===== config.mk =====
export PLATFORM = sky130hd
export DESIGN_NAME = vga_timing_gen
export DESIGN_NICKNAME = d
export VERILOG_FILES = /design/src/rtl/vga_timing_gen.sv
export SDC_FILE = /design/constraint.sdc
export NUM_CORES = 1
export LEC_CHECK = 0
export CORE_AREA = 2 2 65 67
export CTS_CLUSTER_SIZE = 10
export DETAILED_ROUTE_END_ITERATION = 7
export DIE_AREA = 0 0 67 69
export GPL_TIMING_DRIVEN = 0
export HOLD_SLACK_MARGIN = 0.05
export PLACE_DENSITY = 0.7
export SETUP_SLACK_MARGIN = 0.02
export SLEW_MARGIN = 10
export SYNTH_ARGS = -nofsm -noshare
export SYNTH_HDL_FRONTEND = slang
export SYNTH_SLANG_ARGS = --single-unit

===== constraint.sdc =====
create_clock -name clk -period 2.9 [get_ports clk]
set_clock_uncertainty 0.1 [all_clocks]
set_input_delay 0.435 -clock clk [delete_from_list [all_inputs] [get_ports clk]]
set_output_delay 0.435 -clock clk [all_outputs]
set_load 0.005 [all_outputs]

===== src/rtl/vga_timing_gen.sv =====
// Parametrised VGA raster timing generator: horizontal/vertical counters with
// registered sync, active and line/frame strobes aligned to the coordinates.
module vga_timing_gen #(
  parameter int   H_ACTIVE = 640,
  parameter int   H_FP     = 16,
  parameter int   H_SYNC   = 96,
  parameter int   H_BP     = 48,
  parameter int   V_ACTIVE = 480,
  parameter int   V_FP     = 10,
  parameter int   V_SYNC   = 2,
  parameter int   V_BP     = 33,
  parameter logic HS_POL   = 1'b0,
  parameter logic VS_POL   = 1'b0,
  parameter int   CW       = 10
) (
  input  logic          clk,
  input  logic          reset,
  input  logic          ce,
  output logic [CW-1:0] hcount,
  output logic [CW-1:0] vcount,
  output logic          hsync,
  output logic          vsync,
  output logic          active,
  output logic          line_end,
  output logic          frame_end
);

  localparam int H_TOTAL = H_ACTIVE + H_FP + H_SYNC + H_BP;
  localparam int V_TOTAL = V_ACTIVE + V_FP + V_SYNC + V_BP;

  if (H_ACTIVE <= 0 || H_FP <= 0 || H_SYNC <= 0 || H_BP <= 0 ||
      V_ACTIVE <= 0 || V_FP <= 0 || V_SYNC <= 0 || V_BP <= 0 ||
      CW <= 0 || CW > 30 ||
      (1 << CW) < H_TOTAL || (1 << CW) < V_TOTAL) begin : g_bad_params
    $error("vga_timing_gen: illegal parameter set");
  end

  localparam logic [CW-1:0] H_LAST   = CW'(H_TOTAL - 1);
  localparam logic [CW-1:0] V_LAST   = CW'(V_TOTAL - 1);
  localparam logic [CW-1:0] H_VIS    = CW'(H_ACTIVE);
  localparam logic [CW-1:0] V_VIS    = CW'(V_ACTIVE);
  localparam logic [CW-1:0] HS_START = CW'(H_ACTIVE + H_FP);
  localparam logic [CW-1:0] HS_END   = CW'(H_ACTIVE + H_FP + H_SYNC);
  localparam logic [CW-1:0] VS_START = CW'(V_ACTIVE + V_FP);
  localparam logic [CW-1:0] VS_END   = CW'(V_ACTIVE + V_FP + V_SYNC);

  logic [CW-1:0] h_nxt, v_nxt;

  always_comb begin
    h_nxt = hcount;
    v_nxt = vcount;
    if (reset) begin
      h_nxt = '0;
      v_nxt = '0;
    end else if (ce) begin
      if (hcount == H_LAST) begin
        h_nxt = '0;
        v_nxt = (vcount == V_LAST) ? '0 : vcount + 1'b1;
      end else begin
        h_nxt = hcount + 1'b1;
      end
    end
  end

  // Decode from the next-state counters so every output lands with its coordinate;
  // with ce=0 the next state equals the current one, so all outputs hold.
  always_ff @(posedge clk) begin
    hcount    <= h_nxt;
    vcount    <= v_nxt;
    hsync     <= (h_nxt >= HS_START && h_nxt < HS_END) ? HS_POL : ~HS_POL;
    vsync     <= (v_nxt >= VS_START && v_nxt < VS_END) ? VS_POL : ~VS_POL;
    active    <= (h_nxt < H_VIS) && (v_nxt < V_VIS);
    line_end  <= (h_nxt == H_LAST);
    frame_end <= (h_nxt == H_LAST) && (v_nxt == V_LAST);
  end

endmodule

==> results.cfg <==
[floorplanning]
start_util_pct = 36.4
die-area_sq_mm = 0.00462
rows = 23
die_w_microns = 67
ios = 28
fp.dieH_microns = 69
design.core.area_sq_mm = 0.00391

[global_route]
grt_max_degree = 16
grt.total_usage_pct = 14.8
antenna_found_initial = 0
grt.overflow.total = 0
first_global_vias = 1236
grt_pass1_wl_microns = 5490

[worst_hold_path]
hp-class = flip-flop to flip-flop
holdPathStages = 2

[drt]
drt_first_pass_iters = 4
first_iter_violations = 37
vias = 1358
drt_wl_total_microns = 3370
drc = 0
wl_per_cell_microns = 13.3
vias_per_cell = 5.35
final_antenna_net_count = 0

[sta]
setup_ws_ps = 136
period_minus_slack_ps = 2760
fin_crit_sh_pct = 95.3
rsz0062_at_grt = true
slew-limit-headroom_pct = 60.5
finalSetupViolCount = 0
hold_viol_final = 0
final_max_slew_viol_count = 0
max_freq_ghz = 0.362
worst_slew_pin_slew_ps = 584
fin_hold_ws_ps = 450

[worst_setup_path]
critPathMaxStageDelay_ps = 500
path_delay_family = simple AND/OR/NAND/NOR gates
cp.arrival_ps = 2880
path_depth = 9
path_class = flip-flop to flip-flop
cp_cell_sequence = ha_2 -> or3b_1 -> buf_2 -> or4_1 -> buf_2 -> o21a_1 -> o21ai_1 -> nand3_1 -> and4bb_1
required_ps = 3020
end_kind = flip-flop
crit_path_top_delay_cell = or4_1
startpoint_type = flip-flop
critPathMaxFanout = 8
rr_worst_depth = 9
cp_common_cell = buf_2
crit_buf_inv = 2

[finish]
area_growth_pct = 29.5
fin_util_pct = 47.2
stdcell_count = 254
nets = 211
antennaDiodeCount = 0
drive_gt1_share_pct = 12.3

[synth]
synth_top_family_by_area = simple AND/OR/NAND/NOR gates
synthesis.nets = 180
synth_compound_area_share_pct = 13.6
synth.area.mux_share_pct = 2.19
synth_simple_gate_area_share_pct = 32.9
synth_edf_count = 0
ys_async_sr_fraction_pct = 0
ys.flop_type = dfxtp_1
synth_cells = 174
ys_ff_latch = 25
synth_fa_ha_area_share_pct = 2.63
ys_seq_area_share_pct = 35.1
synth_warnings = 0
ys_types = 49
syn_area_sq_mm = 0.00143
yosys.area_share.xor_xnor_pct = 6.75
avgSynthCellArea_sq_um = 8.20

[power_and_ir_drop]
power.total_uw = 598
power.switching_uw = 138
power_density_mw_per_mm2 = 324
p_comb_share_pct = 5.6
leakagePower_uw = 0.000610
p_int_uw = 459
p_sw_share_pct = 23.1
worst_ir_drop_vdd_mv = 0.366
seqPwrFrac_pct = 58.8
clock_power_share_pct = 35.6

[clocking]
clk_pin_slew_ps = 90
clockBufferDepth = 2
cts_tree = yes
clock_latency_ps = 270
cts-root-buf = clkbuf_8
clkSinkCount = 25
h-tree-depth = 1
hold_buffers = 0
cts_buffers = 3

[placed_design]
dp_slack_ps = -113
portBuffers = 26
dp_cells = 250
routabilityCongestion = 0.912
dp_hpwl_microns = 2490

[status]
status = finished, final reports clean

[run]
max_cap_viol_count = 0
## worst reg2reg max path: stages (launching register included)
cell and delay, ps:
dfxtp_4 390, ha_2 220, or3b_1 340, buf_2 180, or4_1 500, buf_2 180
o21a_1 170, o21ai_1 250, nand3_1 110, and4bb_1 280
## flip-flops by register name (all words and copies together) (netlist names)
signal / flops
hcount: 10
vcount: 10
active: 1
frame_end: 1
hsync: 1
line_end: 1
vsync: 1
## layout make-up
| class | count | area [sq um] |
|---|---|---|
| multi-input combinational | 128 | 868 |
| clock inverter | 1 | 7.51 |
| inverter | 11 | 41.3 |
| tap | 50 | 62.6 |
| fill | 411 | 2070 |
| clock buffer | 3 | 41.3 |
| sequential | 25 | 508 |
| timing repair buffer | 26 | 260 |
| buffer | 10 | 57.6 |
## per-stage QoR
| stage | cell area, sq um | TNS (ps) |
|---|---|---|
| finish | 1850 | 0 |
| global route | 1850 | 0 |
| CTS | 1810 | 0 |
| detailed placement | 1750 | -280 |
| global placement | 1750 | -218 |
| floorplan | 1430 | 0 |
## power groups by stage
stage,clock network [uW],registers [uW],logic (uW)
5_1_grt,234,352,37.0
2_1_floorplan,0,358,19.1
3_5_place_dp,0,359,31.7
4_1_cts,222,351,32.7
3_3_place_gp,0,359,31.7
6_report,213,351,33.6
## worst paths after layout
check	start	to	slack [ps]
worst max register to register	hcount[0]	frame_end	140
worst min register to register	hcount[1]	hcount[1]	450
worst max-delay path	hcount[0]	frame_end	140
worst min-delay path	hcount[1]	hcount[1]	450
## cells in the mapped netlist, types with 2 or more instances
cell / number / area (sq um)
dfxtp_1: 25 / 500
nor2_1: 21 / 78.8
nand2_1: 13 / 48.8
inv_1: 11 / 41.3
nor3_1: 8 / 40.0
nand4_1: 7 / 43.8
xnor2_1: 7 / 61.3
nand3_1: 6 / 30.0
nor4_1: 5 / 31.3
o21ai_0: 5 / 25.0
clkbuf_1: 4 / 15.0
xor2_1: 4 / 35.0
a21oi_1: 3 / 15.0
ha_1: 3 / 37.5
o21a_1: 3 / 22.5
o21ai_1: 3 / 15.0
o31a_1: 3 / 26.3
a211oi_1: 2 / 15.0
a41oi_1: 2 / 17.5
and3_1: 2 / 12.5
buf_2: 2 / 10.0
buf_4: 2 / 15.0
mux2i_1: 2 / 20.0
nand3b_1: 2 / 15.0
nand4b_1: 2 / 17.5
nand4bb_1: 2 / 22.5
nor3b_1: 2 / 15.0
or3_1: 2 / 12.5
## cell usage in the layout, fill, tap and decap left out, types with 3 or more instances in the layout
cell / instances
o21ai_0: 5
nor2_1: 20
dfxtp_1: 23
o21a_1: 3
inv_1: 11
clkdlybuf4s50_1: 26
a21oi_1: 3
o31a_1: 3
nor4_1: 3
xnor2_1: 7
clkbuf_1: 3
nand3_1: 5
clkbuf_8: 3
nand4_1: 7
nor3_1: 7
nand2_1: 13
xor2_1: 4
## layer usage
layer,part of all wire [%],track usage [%]
met1,47,19.4
met2,48,24.2
met3,4.2,3.75
met4,0.98,2.72
met5,0,0
## what timing repair did
item                                    4_1_cts  5_1_grt
resized for setup                             3       11
pin swaps                                     0        1
setup buffers                                 0        0
hold endpoints to repair                      0        0
cloned                                        0        0
endpoints found under the setup margin        3        3
## cell families (layout without fill, tap and decap cells)
logic type / after synthesis / after routing
buffers and inverters: 21 / 51
XOR/XNOR: 11 / 11
adder cells (fa/ha/maj): 3 / 3
AO/OA/AOI/OAI: 28 / 28
flip-flops: 25 / 25
AND/OR/NAND/NOR: 83 / 83
multiplexers: 3 / 3
Note: power is estimated with default switching activity, not from simulation.
